[config.mk]
export PLATFORM = sky130hd
export DESIGN_NAME = timing_beat_gen_flat
export DESIGN_NICKNAME = d
export VERILOG_FILES = /design/src/rtl/timing_beat_gen_if.sv /design/src/rtl/timing_beat_gen.sv /design/src/flat_wrapper.sv
export SDC_FILE = /design/constraint.sdc
export NUM_CORES = 1
export LEC_CHECK = 0
export BUFFER_PORTS_ARGS = -buffer_cell sky130_fd_sc_hd__buf_2
export CAP_MARGIN = 20
export CORE_AREA = 5 5 46 48
export DETAILED_ROUTE_END_ITERATION = 10
export DIE_AREA = 0 0 51 53
export HOLD_SLACK_MARGIN = 0.1
export PLACE_DENSITY = 0.69
export REMOVE_ABC_BUFFERS = 1
export SYNTH_ARGS = -nofsm -noshare
export SYNTH_HDL_FRONTEND = slang
export SYNTH_SLANG_ARGS = --single-unit
[constraint.sdc]
create_clock -name CLK -period 1.69 [get_ports CLK]
set_input_delay 0.338 -clock CLK [delete_from_list [all_inputs] [get_ports CLK]]
set_output_delay 0.338 -clock CLK [all_outputs]
set_load 0.05 [all_outputs]
[src/rtl/timing_beat_gen_if.sv]
// Control handshake between the beat generator and the main decoder.
// Inputs flow slave-ward; beat/cycle timing flows back to the master.
interface timing_beat_gen_if;
  logic START;
  logic STOP;
  logic G;
  logic SKIP4;
  logic SSTEP;
  logic QD;
  logic T1;
  logic T2;
  logic T3;
  logic T4;
  logic W1;
  logic W2;
  logic P;
  logic RUN;

  modport master (
    output START, STOP, G, SKIP4, SSTEP, QD,
    input  T1, T2, T3, T4, W1, W2, P, RUN
  );

  modport slave (
    input  START, STOP, G, SKIP4, SSTEP, QD,
    output T1, T2, T3, T4, W1, W2, P, RUN
  );
endinterface

[src/rtl/timing_beat_gen.sv]
// Machine-cycle (W1/W2) and one-hot beat (T1..T4) sequencer
// with run/halt, operator stop, single-step and beat divider.
module timing_beat_gen #(
  parameter int DIV_W = 4,
  parameter int DIV   = 0
) (
  input logic CLK,
  input logic CLRN,
  timing_beat_gen_if.slave bus
);

  typedef enum logic [1:0] {
    IDLE  = 2'd0,
    RUN   = 2'd1,
    PAUSE = 2'd2
  } state_t;

  localparam logic [DIV_W-1:0] DIV_MAX = DIV_W'(DIV);

  state_t           state_q, state_d;
  logic [3:0]       beat_q, beat_d;
  logic             w_q, w_d;
  logic [DIV_W-1:0] div_q, div_d;
  logic [2:0]       qd_q;
  logic             qd_rise;
  logic             p;
  logic             cyc_end;

  // W register holds 1 for W2 so reset lands on W1.
  assign p       = (state_q == RUN) && (div_q == DIV_MAX);
  assign cyc_end = beat_q[3] | (beat_q[2] & bus.SKIP4);
  assign qd_rise = qd_q[1] & ~qd_q[2];

  // Two-flop synchronizer plus a delay flop for edge detect.
  always_ff @(posedge CLK or negedge CLRN) begin
    if (!CLRN) qd_q <= '0;
    else       qd_q <= {qd_q[1:0], bus.QD};
  end

  // Sequencer state register.
  always_ff @(posedge CLK or negedge CLRN) begin
    if (!CLRN) begin
      state_q <= IDLE;
      beat_q  <= '0;
      w_q     <= 1'b0;
      div_q   <= '0;
    end else begin
      state_q <= state_d;
      beat_q  <= beat_d;
      w_q     <= w_d;
      div_q   <= div_d;
    end
  end

  // Next-state: beats move only on strobe clocks; halt
  // requests outrank stop, which outranks single-step.
  always_comb begin
    state_d = state_q;
    beat_d  = beat_q;
    w_d     = w_q;
    div_d   = div_q;
    case (state_q)
      IDLE: begin
        div_d = '0;
        if (bus.START) begin
          state_d = RUN;
          beat_d  = 4'b0001;
          w_d     = 1'b0;
        end
      end
      RUN: begin
        if (!p) begin
          div_d = div_q + DIV_W'(1);
        end else begin
          div_d = '0;
          priority case (1'b1)
            bus.G: begin
              state_d = IDLE;
              beat_d  = '0;
              w_d     = 1'b0;
            end
            cyc_end && bus.STOP: begin
              state_d = IDLE;
              beat_d  = '0;
              w_d     = ~w_q;
            end
            cyc_end && bus.SSTEP: begin
              state_d = PAUSE;
              beat_d  = '0;
              w_d     = ~w_q;
            end
            cyc_end: begin
              beat_d = 4'b0001;
              w_d    = ~w_q;
            end
            default: beat_d = beat_q << 1;
          endcase
        end
      end
      PAUSE: begin
        div_d = '0;
        if (bus.STOP) begin
          state_d = IDLE;
        end else if (qd_rise) begin
          state_d = RUN;
          beat_d  = 4'b0001;
        end
      end
      default: begin
        state_d = IDLE;
        beat_d  = '0;
        w_d     = 1'b0;
        div_d   = '0;
      end
    endcase
  end

  assign bus.T1  = (state_q == RUN) & beat_q[0];
  assign bus.T2  = (state_q == RUN) & beat_q[1];
  assign bus.T3  = (state_q == RUN) & beat_q[2];
  assign bus.T4  = (state_q == RUN) & beat_q[3];
  assign bus.W1  = ~w_q;
  assign bus.W2  = w_q;
  assign bus.P   = p;
  assign bus.RUN = (state_q == RUN);

endmodule

[src/flat_wrapper.sv]
// flat-port wrapper written by rule: the top's interface ports become plain ports
module timing_beat_gen_flat 
#(
  parameter int DIV_W = 4,
  parameter int DIV   = 0
)
  (CLK, CLRN, bus_START, bus_STOP, bus_G, bus_SKIP4, bus_SSTEP, bus_QD, bus_T1, bus_T2, bus_T3, bus_T4, bus_W1, bus_W2, bus_P, bus_RUN);
  timing_beat_gen_if bus_i ();
  input logic CLK;
  input logic CLRN;
  input wire logic [$bits(bus_i.START)-1:0] bus_START;
  input wire logic [$bits(bus_i.STOP)-1:0] bus_STOP;
  input wire logic [$bits(bus_i.G)-1:0] bus_G;
  input wire logic [$bits(bus_i.SKIP4)-1:0] bus_SKIP4;
  input wire logic [$bits(bus_i.SSTEP)-1:0] bus_SSTEP;
  input wire logic [$bits(bus_i.QD)-1:0] bus_QD;
  output wire logic [$bits(bus_i.T1)-1:0] bus_T1;
  output wire logic [$bits(bus_i.T2)-1:0] bus_T2;
  output wire logic [$bits(bus_i.T3)-1:0] bus_T3;
  output wire logic [$bits(bus_i.T4)-1:0] bus_T4;
  output wire logic [$bits(bus_i.W1)-1:0] bus_W1;
  output wire logic [$bits(bus_i.W2)-1:0] bus_W2;
  output wire logic [$bits(bus_i.P)-1:0] bus_P;
  output wire logic [$bits(bus_i.RUN)-1:0] bus_RUN;
  assign bus_i.START = bus_START;
  assign bus_i.STOP = bus_STOP;
  assign bus_i.G = bus_G;
  assign bus_i.SKIP4 = bus_SKIP4;
  assign bus_i.SSTEP = bus_SSTEP;
  assign bus_i.QD = bus_QD;
  assign bus_T1 = bus_i.T1;
  assign bus_T2 = bus_i.T2;
  assign bus_T3 = bus_i.T3;
  assign bus_T4 = bus_i.T4;
  assign bus_W1 = bus_i.W1;
  assign bus_W2 = bus_i.W2;
  assign bus_P = bus_i.P;
  assign bus_RUN = bus_i.RUN;
  timing_beat_gen #(.DIV_W(DIV_W), .DIV(DIV)) u_core (.CLK(CLK), .CLRN(CLRN), .bus(bus_i));
endmodule
# After elaboration in Yosys (flattened, before gate mapping)
# Index checks and enable logic that the tools add are counted.
# Widths: inputs -> output; s select.
dict set report op_classes {
  n_addsub 1
  n_eq_ne 9
  muxes 26
  bitwise_logic 10
  reduce_logical 8
}
# cell count
set ops {}
lappend ops {{$mux 4} 10}
lappend ops {{$mux 2} 7}
lappend ops {{$pmux 4 s3} 1}
lappend ops {{$reduce_and 4->1} 3}
lappend ops {{$and 1x1->1} 6}
lappend ops {{$mux 1} 6}
lappend ops {{$ne 2x2->1 const B} 3}
lappend ops {{$pmux 2 s3} 1}
lappend ops {{$ne 5x2->1 const B} 1}
lappend ops {{$add 4x1->4 const B} 1}
lappend ops {{$logic_not 4->1} 1}
lappend ops {{$ne 4x2->1 const B} 1}
lappend ops {{$logic_and 1x1->1} 3}
lappend ops {{$ne 3x2->1 const B} 1}
lappend ops {{$not 1->1} 3}
lappend ops {{$pmux 1 s3} 1}
lappend ops {{$eq 2x1->1 const B} 1}
lappend ops {{$eq 2x2->1 const B} 1}
lappend ops {{$logic_not 2->1} 1}
lappend ops {{$ne 2x1->1 const B} 1}
lappend ops {{$or 1x1->1} 1}
dict set report totals {
  regBits 14
  input_bits 8
  output_inout_bits 8
  elab_cells 59
}

# Longest topological paths before layout
# Gate-level depths: netlist (run 1).
dict set report depth {
  ltp_word 8
  mapped_depth 6
  ltp_nobuf 6
}

# Least setup slack after synthesis (run 1)
# No wires, ideal clock.
dict set report synth_path {
  path_type {register to output}
  start {reg u_core.state_q[1]}
  end {out bus_P}
  arrival_ns 1.880
  t_required_ns 1.352
  slack_ns -0.528
  stages_incl_launch_ff 4
  path_buffers 1
  path_cell_list {dfrtp_1 nand2b_1 buf_2 nor3_1}
}
dict set report synth_between {
  elab_chain_len 2
}
# item line_no
set synth_rtl {}
lappend synth_rtl {{start, declared} timing_beat_gen.sv:20} ;# state_t state_q, state_d;
lappend synth_rtl {{start signal, assigned} timing_beat_gen.sv:48} ;# state_q <= state_d;
lappend synth_rtl {{$eq 2x1->1} timing_beat_gen.sv:30} ;# assign p = (state_q == RUN) && (div_q == DIV_MAX);
lappend synth_rtl {{$logic_and 1x1->1} timing_beat_gen.sv:30}
lappend synth_rtl {{end, declared} flat_wrapper.sv:23} ;# output wire logic [$bits(bus_i.P)-1:0] bus_P;
# No other way between the ends.

# Final worst setup path (run 1)
dict set report layout_path {
  start {reg u_core.div_q[1]}
  end {out bus_P}
}
dict set report layout_between {
  elab_chain_len 2
}
# item line_no
set layout_rtl {}
lappend layout_rtl {{start, declared} timing_beat_gen.sv:23} ;# logic [DIV_W-1:0] div_q, div_d;
lappend layout_rtl {{start signal, assigned} timing_beat_gen.sv:51} ;# div_q <= div_d;
lappend layout_rtl {{$logic_not 4->1} timing_beat_gen.sv:30}
lappend layout_rtl {{$logic_and 1x1->1} timing_beat_gen.sv:30}
# No other way between the ends.

==> impl_metrics.ini, run 1 <==
[run_status]
status = complete, no violations

[sta]
worst_slew_pin_slew_ns = 0.3261
finalSetupViolCount = 0
fin_crit_ns = 1.672
fin_hold_ws_ns = 0.1608
post-route-period-util_pct = 98.92
drv_slew = 0
timing.final.ws_setup_ns = 0.01819
finalHoldViolations = 0
clock_skew_ns = 0.004242
maxSlewHeadroom_pct = 78.26
fmax_ghz = 0.5982
rsz0062_at_grt = yes

[die]
core_um2 = 1670
initial_utilization_pct = 42.55
io-pin-count = 16
die_h_um = 53
rows = 15
die_w_um = 51
dieArea_um2 = 2703

[power_and_ir_drop]
max-vdd-ir-drop_v = 0.0009066
p_leak_nw = 0.4604
finalPower_mw = 1.507
pwr_density_cell_nw_per_um2 = 1568

[clocking]
clk_path_buf_depth = 2
clk_latency_ns = 0.28
cts_root_buf = clkbuf_4
clkTransAtPathRegs_ns = 0.08
cts_sinks = 14
htreeDepth = 1
numCtsBuffers = 3
cts_tree = built

[global_route]
grt_use_total_pct = 13.51
met1_usage_pct = 14.34
use_met3_pct = 2.535
use_met2_pct = 24.68
top_usage_layer = met2
overflow = 0
antenna_found_initial = 0
grt_pass1_vias = 607
grt_pass1_wl_mm = 2.635
grt_max_degree = 15

[placement]
gp_congestion = 0.7699
dp_slack_ns = -0.01852
io_buffers = 15
dp_hpwl_mm = 1.154

[final_layout]
seqCellArea_um2 = 351.6
finalNetCount = 109
area_growth_pct = 35.21
multiInputGateArea_um2 = 352.8
drive_above_1_share_pct = 40.82
antenna_cells = 0
nFillCells = 153

[synthesis]
syn_area_um2 = 710.7
avgSynthCellArea_um2 = 9.871
synth_cell_types = 29
synth.area.top_cells = dfrtp_1 49%, mux2i_1 4.2%, inv_1 4.2%, nor2_1 3.7%, ha_1 3.5%
ys_seq_area_share_pct = 49.30
synth_seq_cells = 14
yosys.area.top_type = dfrtp_1
synth-main-ff-cell = dfrtp_1
synth-edff-count = 0
synth_top_area_share_pct = 49.30
yosys_warnings = 0
synthArstFlopShare_pct = 100.0
synthCells = 72

[routing]
ant_nets = 0
initialDrtViolationCount = 8
wirelength_mm = 1.608
drcViolationCount = 0
first_pass_iters = 4
wl_per_cell_um = 13.98
num_vias = 609
via_per_inst = 5.296

[worst_setup_path]
cp_cell_sequence = inv_1 > ha_2 > nand2b_1 > nor3_1 > buf_4
crit_path_max_fanout = 2
cp.required_ns = 1.35
critPathMaxStageDelay_ns = 0.39
start_kind = flop
cp-end-kind = output pin
crit_arrival_ns = 1.33
crit_slowest_cell = dfrtp_1
critPathKind = flop to output pin

[flow_run]
drv_cap = 0

[hold_path]
hold_path.class = primary input to flop
==> synthesized netlist by cell type (2+ instances only) <==
library cell	instances
nand2_1	5
ha_1	2
mux2i_1	3
nand2b_1	3
nor3_1	4
nor2_1	7
inv_1	8
a31oi_1	3
dfrtp_1	14
a21oi_1	4
==> cell families after synthesis <==
logic type               after synthesis  synth area share (%)
AO/OA/AOI/OAI                         15                 14.61
AND/OR/NAND/NOR                       26                 20.07
adder cells (fa/ha/maj)                2                 3.521
multiplexers                           4                 5.810
flip-flops                            14                 49.30
buffers and inverters                 10                 5.457
XOR/XNOR                               1                 1.233
==> layer usage <==
layer	up-vias	routed length, um
li1	301	-
met1	291	712
met2	15	806
met3	2	76
met4	0	13
met5	-	0
==> where the power goes <==
group          internal, mW  leakage (nW)  switching, mW
logic                 0.304         0.257          0.517
clock network         0.131        0.0210          0.108
registers             0.393         0.183         0.0544
==> registers in the layout, summed over array words and instances, names as in the netlist <==
name and flops:
u_core.qd_q 3, u_core.beat_q 4, u_core.div_q 4, u_core.state_q 2, u_core.bus.W2 1
==> layout by cell type (no fill, tap or decap), types with 2 or more instances in the layout <==
cell,instances
dfrtp_1,13
buf_2,10
inv_1,8
buf_4,8
nand2_1,5
nor3_1,4
a21oi_1,4
nor2_2,4
buf_6,4
nor2_1,3
a31oi_1,3
mux2i_1,3
clkbuf_4,3
nand2b_4,2
nand2b_1,2
==> critical path: cells and delay by family, from the launching register on <==
kind,cells,cell delay [ns]
and+or+nand+nor,2,0.21
DFF,1,0.39
adders and majority gates,1,0.17
buffers and inverters,2,0.30
==> path summary, 6_finish.rpt <==
path / endpoint / slack, ns / from / depth (start not counted)
max in group asynchronous: u_core.state_q[0]$_DFFE_PN0P_ / 0.93 / CLRN / 2
min: u_core.qd_q[0]$_DFF_PN0_ / 0.16 / bus_QD / 1
min in group asynchronous: u_core.beat_q[0]$_DFFE_PN0P_ / 0.50 / CLRN / 2
max: bus_P / 0.02 / u_core.div_q[1]$_DFF_PN0_ / 5
max reg2reg: u_core.state_q[0]$_DFFE_PN0P_ / 0.04 / u_core.div_q[0]$_DFF_PN0_ / 6
min reg2reg: u_core.qd_q[1]$_DFF_PN0_ / 0.35 / u_core.qd_q[0]$_DFF_PN0_ / 0
==> area by class of cell <==
cell class	instances	share of cell area (%)
inverters	9	3.516
clock buffers	4	3.776
flip-flops and latches	14	36.59
well taps	17	2.214
repair buffers	23	17.19
multi-input cells	48	36.72
==> stage by stage <==
stage | util, % | area [um^2] | TNS (ns) | std cells
detailed placement | 50.71 | 847.1 | -0.01852 | 109
finish | 57.53 | 960.9 | 0 | 115
floorplan | - | 705.7 | -0.9107 | 71
global route | 57.53 | 960.9 | -0.1076 | 115
global placement | 50.71 | 847.1 | 0 | 109
CTS | 55.43 | 925.9 | 0 | 115
==> repair_timing <==
| item | CTS | global route |
|---|---|---|
| cloned | 0 | 0 |
| endpoints found under the hold margin | 14 | 0 |
| endpoints found under the setup margin | 6 | 6 |
| gates resized for setup | 9 | 10 |
| pin swaps | 1 | 1 |
| hold buffers | 1 | 0 |
| buffers inserted | 1 | 0 |
(Power assumes the default switching activity.)
==> run 2, diff against run 1 <==
Settings changed: BUFFER_PORTS_ARGS -buffer_cell sky130_fd_sc_hd__buf_2 to -buffer_cell sky130_fd_sc_hd__buf_4.
==> run 2 against run 1 <==
  * First-iteration DRC count is 13% higher
  * Flip-flop and latch count stayed put
  * Sequential power hardly changed
  * Global-route usage is 0.97 points lower
  * Core utilization is 3.5 points higher
  * Fmax is 1.2% higher
  * Cell area is 6.1% higher
  * Non-clock buffer count is 3 higher
  * Die area stayed put
  * Hold slack better by 0.0055 ns
  * Clock skew is 0.0018 ns lower
  * Clock power is 3% lower
  * Critical path type is now flop to flop
  * Largest cell class unchanged
==> impl_metrics.ini, run 2 (synthesis gave the netlist of run 1 again) <==
[worst_setup_path]
crit_slowest_cell = a211o_2
crit_path_start = u_core.div_q[0]$_DFF_PN0_
critPathTopFamily = compound AO/OA/AOI/OAI gates
crit_arrival_ns = 1.81
critPathKind = flop to flop
crit_path_end = u_core.state_q[0]$_DFFE_PN0P_
ff2ff_path_depth = 6
cp_cell_sequence = inv_2 > ha_4 > nor3b_2 > a211o_2 > o311ai_2 > mux2_4
start_kind = flop
crit_path_max_fanout = 4
r2r_end = u_core.state_q[0]$_DFFE_PN0P_
crit_buf_inv = 1
cp-end-kind = flop
cp.required_ns = 1.85
cp_num_cells = 6
r2r_start = u_core.div_q[0]$_DFF_PN0_
critPathMaxStageDelay_ns = 0.38
r2r_setup_slack_ns = 0.04

[final_layout]
postLayoutCellArea_um2 = 1020
multiInputGateArea_um2 = 367.9
stdcell_count = 118
antenna_cells = 0
area_growth_pct = 43.49
postLayoutCoreUtil_pct = 61.05
final_common_cell = buf_4
finalNetCount = 112
layout_common_cells = 22 x buf_4, 13 x dfrtp_1, 6 x inv_1, 6 x nor2_1, 5 x nand2_1
top_regs = u_core.beat_q x4, u_core.div_q x4, u_core.qd_q x3
nFillCells = 148
drive_above_1_share_pct = 43.56
seqCellArea_um2 = 351.6

[sta]
worst_slew_pin_slew_ns = 0.2735
finalHoldViolations = 0
drv_slew = 0
clock_skew_ns = 0.002463
timing.final.ws_setup_ns = 0.03866
maxSlewHeadroom_pct = 81.73
finalSetupViolCount = 0
post-route-period-util_pct = 97.71
fin_crit_ns = 1.651
setup_tns_ns = 0
fmax_ghz = 0.6056
fin_hold_ws_ns = 0.1663

[global_route]
grt_max_degree = 15
overflow = 0
grt_use_total_pct = 12.55
grt_pass1_vias = 624
use_met2_pct = 19.96
grt_pass1_wl_mm = 2.566
antenna_found_initial = 0
top_usage_layer = met2
use_met3_pct = 2.254
met1_usage_pct = 16.08

[die]
dieArea_um2 = 2703
io-pin-count = 16
die_h_um = 53
initial_utilization_pct = 42.55
rows = 15
die_w_um = 51
core_um2 = 1670

[routing]
ant_nets = 0
via_per_inst = 5.093
wirelength_mm = 1.508
wl_per_cell_um = 12.78
num_vias = 601
drcViolationCount = 0
initialDrtViolationCount = 9
first_pass_iters = 4

[clocking]
clk_latency_ns = 0.27
cts_tree = built
cts_sinks = 14
clkTransAtPathRegs_ns = 0.08
numCtsBuffers = 3
clk_path_buf_depth = 2
htreeDepth = 1
cts_root_buf = clkbuf_4

[placement]
dpl_cell_area_um2 = 892.1
dp_hpwl_mm = 1.117
dp_cells = 110
io_buffers = 15
dp_slack_ns = -0.03064
gp_congestion = 0.7676

[run_status]
status = complete, no violations

[power_and_ir_drop]
finalPower_mw = 1.531
p_switching_mw = 0.6620
combPwrFrac_pct = 55.7
p_clk_share_pct = 15.2
max-vdd-ir-drop_v = 0.001034
p_leak_nw = 0.4933
seqPwrFrac_pct = 29.2
p_int_mw = 0.8686
switching_share_pct = 43.25
pwr_density_cell_nw_per_um2 = 1501

[hold_path]
hold_path.class = primary input to flop

[flow_run]
drv_cap = 0
-- run 2: repair_timing --
action                                  CTS  global route
endpoints found under the hold margin    14             0
gates resized for setup                   2            13
buffers inserted                          1             2
endpoints found under the setup margin    6             6
hold buffers                              1             0
pin swaps                                 1             2
-- run 2: worst min path at each step --
| stage | start | to | slack, ns | cells after the start |
|---|---|---|---|---|
| 3_3_place_gp | CLRN | u_core.qd_q[0]$_DFF_PN0_ | 0.19 | 1 |
| 3_5_place_dp | CLRN | u_core.qd_q[0]$_DFF_PN0_ | 0.20 | 1 |
| 6_report | bus_QD | u_core.qd_q[0]$_DFF_PN0_ | 0.17 | 1 |
| 2_1_floorplan | CLRN | u_core.beat_q[0]$_DFFE_PN0P_ | 0.04 | 0 |
| 5_1_grt | bus_QD | u_core.qd_q[0]$_DFF_PN0_ | 0.15 | 1 |
| 4_1_cts | bus_QD | u_core.qd_q[0]$_DFF_PN0_ | 0.16 | 1 |
-- run 2: metal layers --
| layer | part of all wire, % | vias up |
|---|---|---|
| met5 | 0 | - |
| met4 | 0.86 | 0 |
| met3 | 3.8 | 2 |
| met2 | 49 | 13 |
| met1 | 46 | 286 |
| li1 | - | 300 |
-- run 2: power by group through the flow --
stage	clock [mW]	sequential, mW	combinational [mW]
CTS	0.242	0.442	0.796
detailed placement	0	0.442	0.776
global placement	0	0.440	0.771
finish	0.232	0.447	0.852
floorplan	0	0.467	0.484
global route	0.259	0.455	0.913
-- run 2: final cells by class --
type / instances / area share, %
multi-input cells: 48 / 36.07
repair buffers: 26 / 20.49
inverters: 9 / 3.313
flip-flops and latches: 14 / 34.48
clock buffers: 4 / 3.558
well taps: 17 / 2.086
==> run 3, diff against run 2 <==
Settings changed: CORE_AREA 5 5 46 48 to 2 2 43 45, DIE_AREA 0 0 51 53 to 0 0 45 47, RECOVER_POWER set to 50.
==> run 3 against run 2 <==
  * First-iteration DRC count fell by 11%
  * Die area fell by 22%
  * Highest routed layer unchanged
  * Cell area fell by 2.6%
  * Critical path depth did not move
  * Sequential power barely moved
  * Flip-flop and latch count did not move
  * Hold slack improved by 0.015 ns
  * Cell count did not move
  * Setup slack got worse by 0.0040 ns
  * Non-clock buffer count did not move
  * Critical path type unchanged
==> impl_metrics.ini, run 3 (synthesis gave the netlist of run 1 again) <==
[die]
core_um2 = 1652
dieArea_um2 = 2115
io-pin-count = 16
rows = 15
die_w_um = 45
initial_utilization_pct = 43.03
die_h_um = 47

[sta]
clock_skew_ns = 0.003651
maxSlewHeadroom_pct = 50.13
rsz0062_at_grt = yes
fmax_ghz = 0.6041
drv_slew = 0
fin_hold_ws_ns = 0.1812
fin_crit_ns = 1.655
finalHoldViolations = 0
worst_slew_pin_slew_ns = 0.7481
setup_tns_ns = 0
finalSetupViolCount = 0
post-route-period-util_pct = 97.95

[global_route]
overflow = 0
antenna_found_initial = 0
grt_pass1_wl_mm = 2.622
grt_max_degree = 15
grt_pass1_vias = 615
grt_use_total_pct = 17.38

[final_layout]
layout_common_cells = 21 x buf_4, 13 x dfrtp_1, 8 x inv_1, 7 x nor2_1, 5 x nand2_1
drive_above_1_share_pct = 36.63
final_common_cell = buf_4
finalNetCount = 112
postLayoutCoreUtil_pct = 60.15
postLayoutCellArea_um2 = 993.5
antenna_cells = 0
area_growth_pct = 39.79
stdcell_count = 118
top_regs = u_core.beat_q x4, u_core.div_q x4, u_core.qd_q x3

[worst_setup_path]
crit_path_max_fanout = 3
cp.required_ns = 1.85
critPathKind = flop to flop
crit_arrival_ns = 1.82
cp-end-kind = flop
crit_path_start = u_core.div_q[1]$_DFF_PN0_
r2r_start = u_core.div_q[1]$_DFF_PN0_
start_kind = flop

[placement]
dpl_cell_area_um2 = 869.6
gp_congestion = 0.8260
dp_hpwl_mm = 1.042
io_buffers = 15
dp_cells = 107

[clocking]
cts_root_buf = clkbuf_4
htreeDepth = 1
clkTransAtPathRegs_ns = 0.08
cts_sinks = 14
numCtsBuffers = 3
clk_latency_ns = 0.28
clk_path_buf_depth = 2
cts_tree = built

[routing]
via_per_inst = 5.305
num_vias = 626
drcViolationCount = 0
first_pass_iters = 4
wl_per_cell_um = 13.21
initialDrtViolationCount = 8
wirelength_mm = 1.559
ant_nets = 0

[hold_path]
min_from = bus_QD
hold_path.class = primary input to flop

[run_status]
status = complete, no violations

[power_and_ir_drop]
p_leak_nw = 0.4780
pwr_density_cell_nw_per_um2 = 1546
max-vdd-ir-drop_v = 0.001053

[flow_run]
drv_cap = 0
## run 3: area by class of cell
type | count | area, um^2
Fill cell | 153 | 658.1
Tap cell | 17 | 21.27
Inverter | 9 | 33.78
Sequential cell | 14 | 351.6
Clock buffer | 4 | 36.28
Multi-Input combinational cell | 48 | 349.1
Timing Repair Buffer | 26 | 201.4
## run 3: power breakdown
group          internal (mW)  switching (mW)
logic                  0.332           0.516
registers              0.393          0.0543
clock network          0.131           0.110
## run 3: final timing paths
| kind | end | slack [ns] | cells past startpoint |
|---|---|---|---|
| min reg2reg | u_core.qd_q[1]$_DFF_PN0_ | 0.36 | 0 |
| max | u_core.state_q[0]$_DFFE_PN0P_ | 0.03 | 6 |
| max in group asynchronous | u_core.state_q[0]$_DFFE_PN0P_ | 0.55 | 2 |
| min | u_core.qd_q[0]$_DFF_PN0_ | 0.18 | 1 |
| max reg2reg | u_core.state_q[0]$_DFFE_PN0P_ | 0.03 | 6 |
| min in group asynchronous | u_core.beat_q[0]$_DFFE_PN0P_ | 0.63 | 2 |
## run 3: metrics by stage
| step | power (mW) | setup WS [ns] |
|---|---|---|
| 2_1_floorplan | 0.9512 | -0.5309 |
| 3_3_place_gp | 1.159 | 0.02949 |
| 6_report | 1.536 | 0.03466 |
| 3_5_place_dp | 1.165 | -0.02516 |
| 4_1_cts | 1.477 | 0.01047 |
| 5_1_grt | 1.627 | -0.05499 |
## run 3: critical path, stage by stage, from the launching register on
cell and delay [ns]:
dfrtp_1 0.37, inv_1 0.06, ha_1 0.18, nor3b_2 0.16
a211o_2 0.32, o311ai_1 0.09, mux2_1 0.35
## run 3: timing repair
item                                    CTS  global route
endpoints found under the setup margin    4             7
buffers inserted                          3             3
hold buffers                              1             0
pin swaps                                 1             0
hold endpoints to repair                 14             0
gates resized for setup                   4             4
cloned                                    0             0
## run 3: metal layers
metal | vias up | GRT usage (%) | part of all wire [%]
li1 | 305 | - | -
met4 | 0 | 10.00 | 0.83
met1 | 301 | 23.36 | 45
met5 | - | 0 | 0
met3 | 2 | 2.308 | 4.5
met2 | 18 | 27.14 | 50
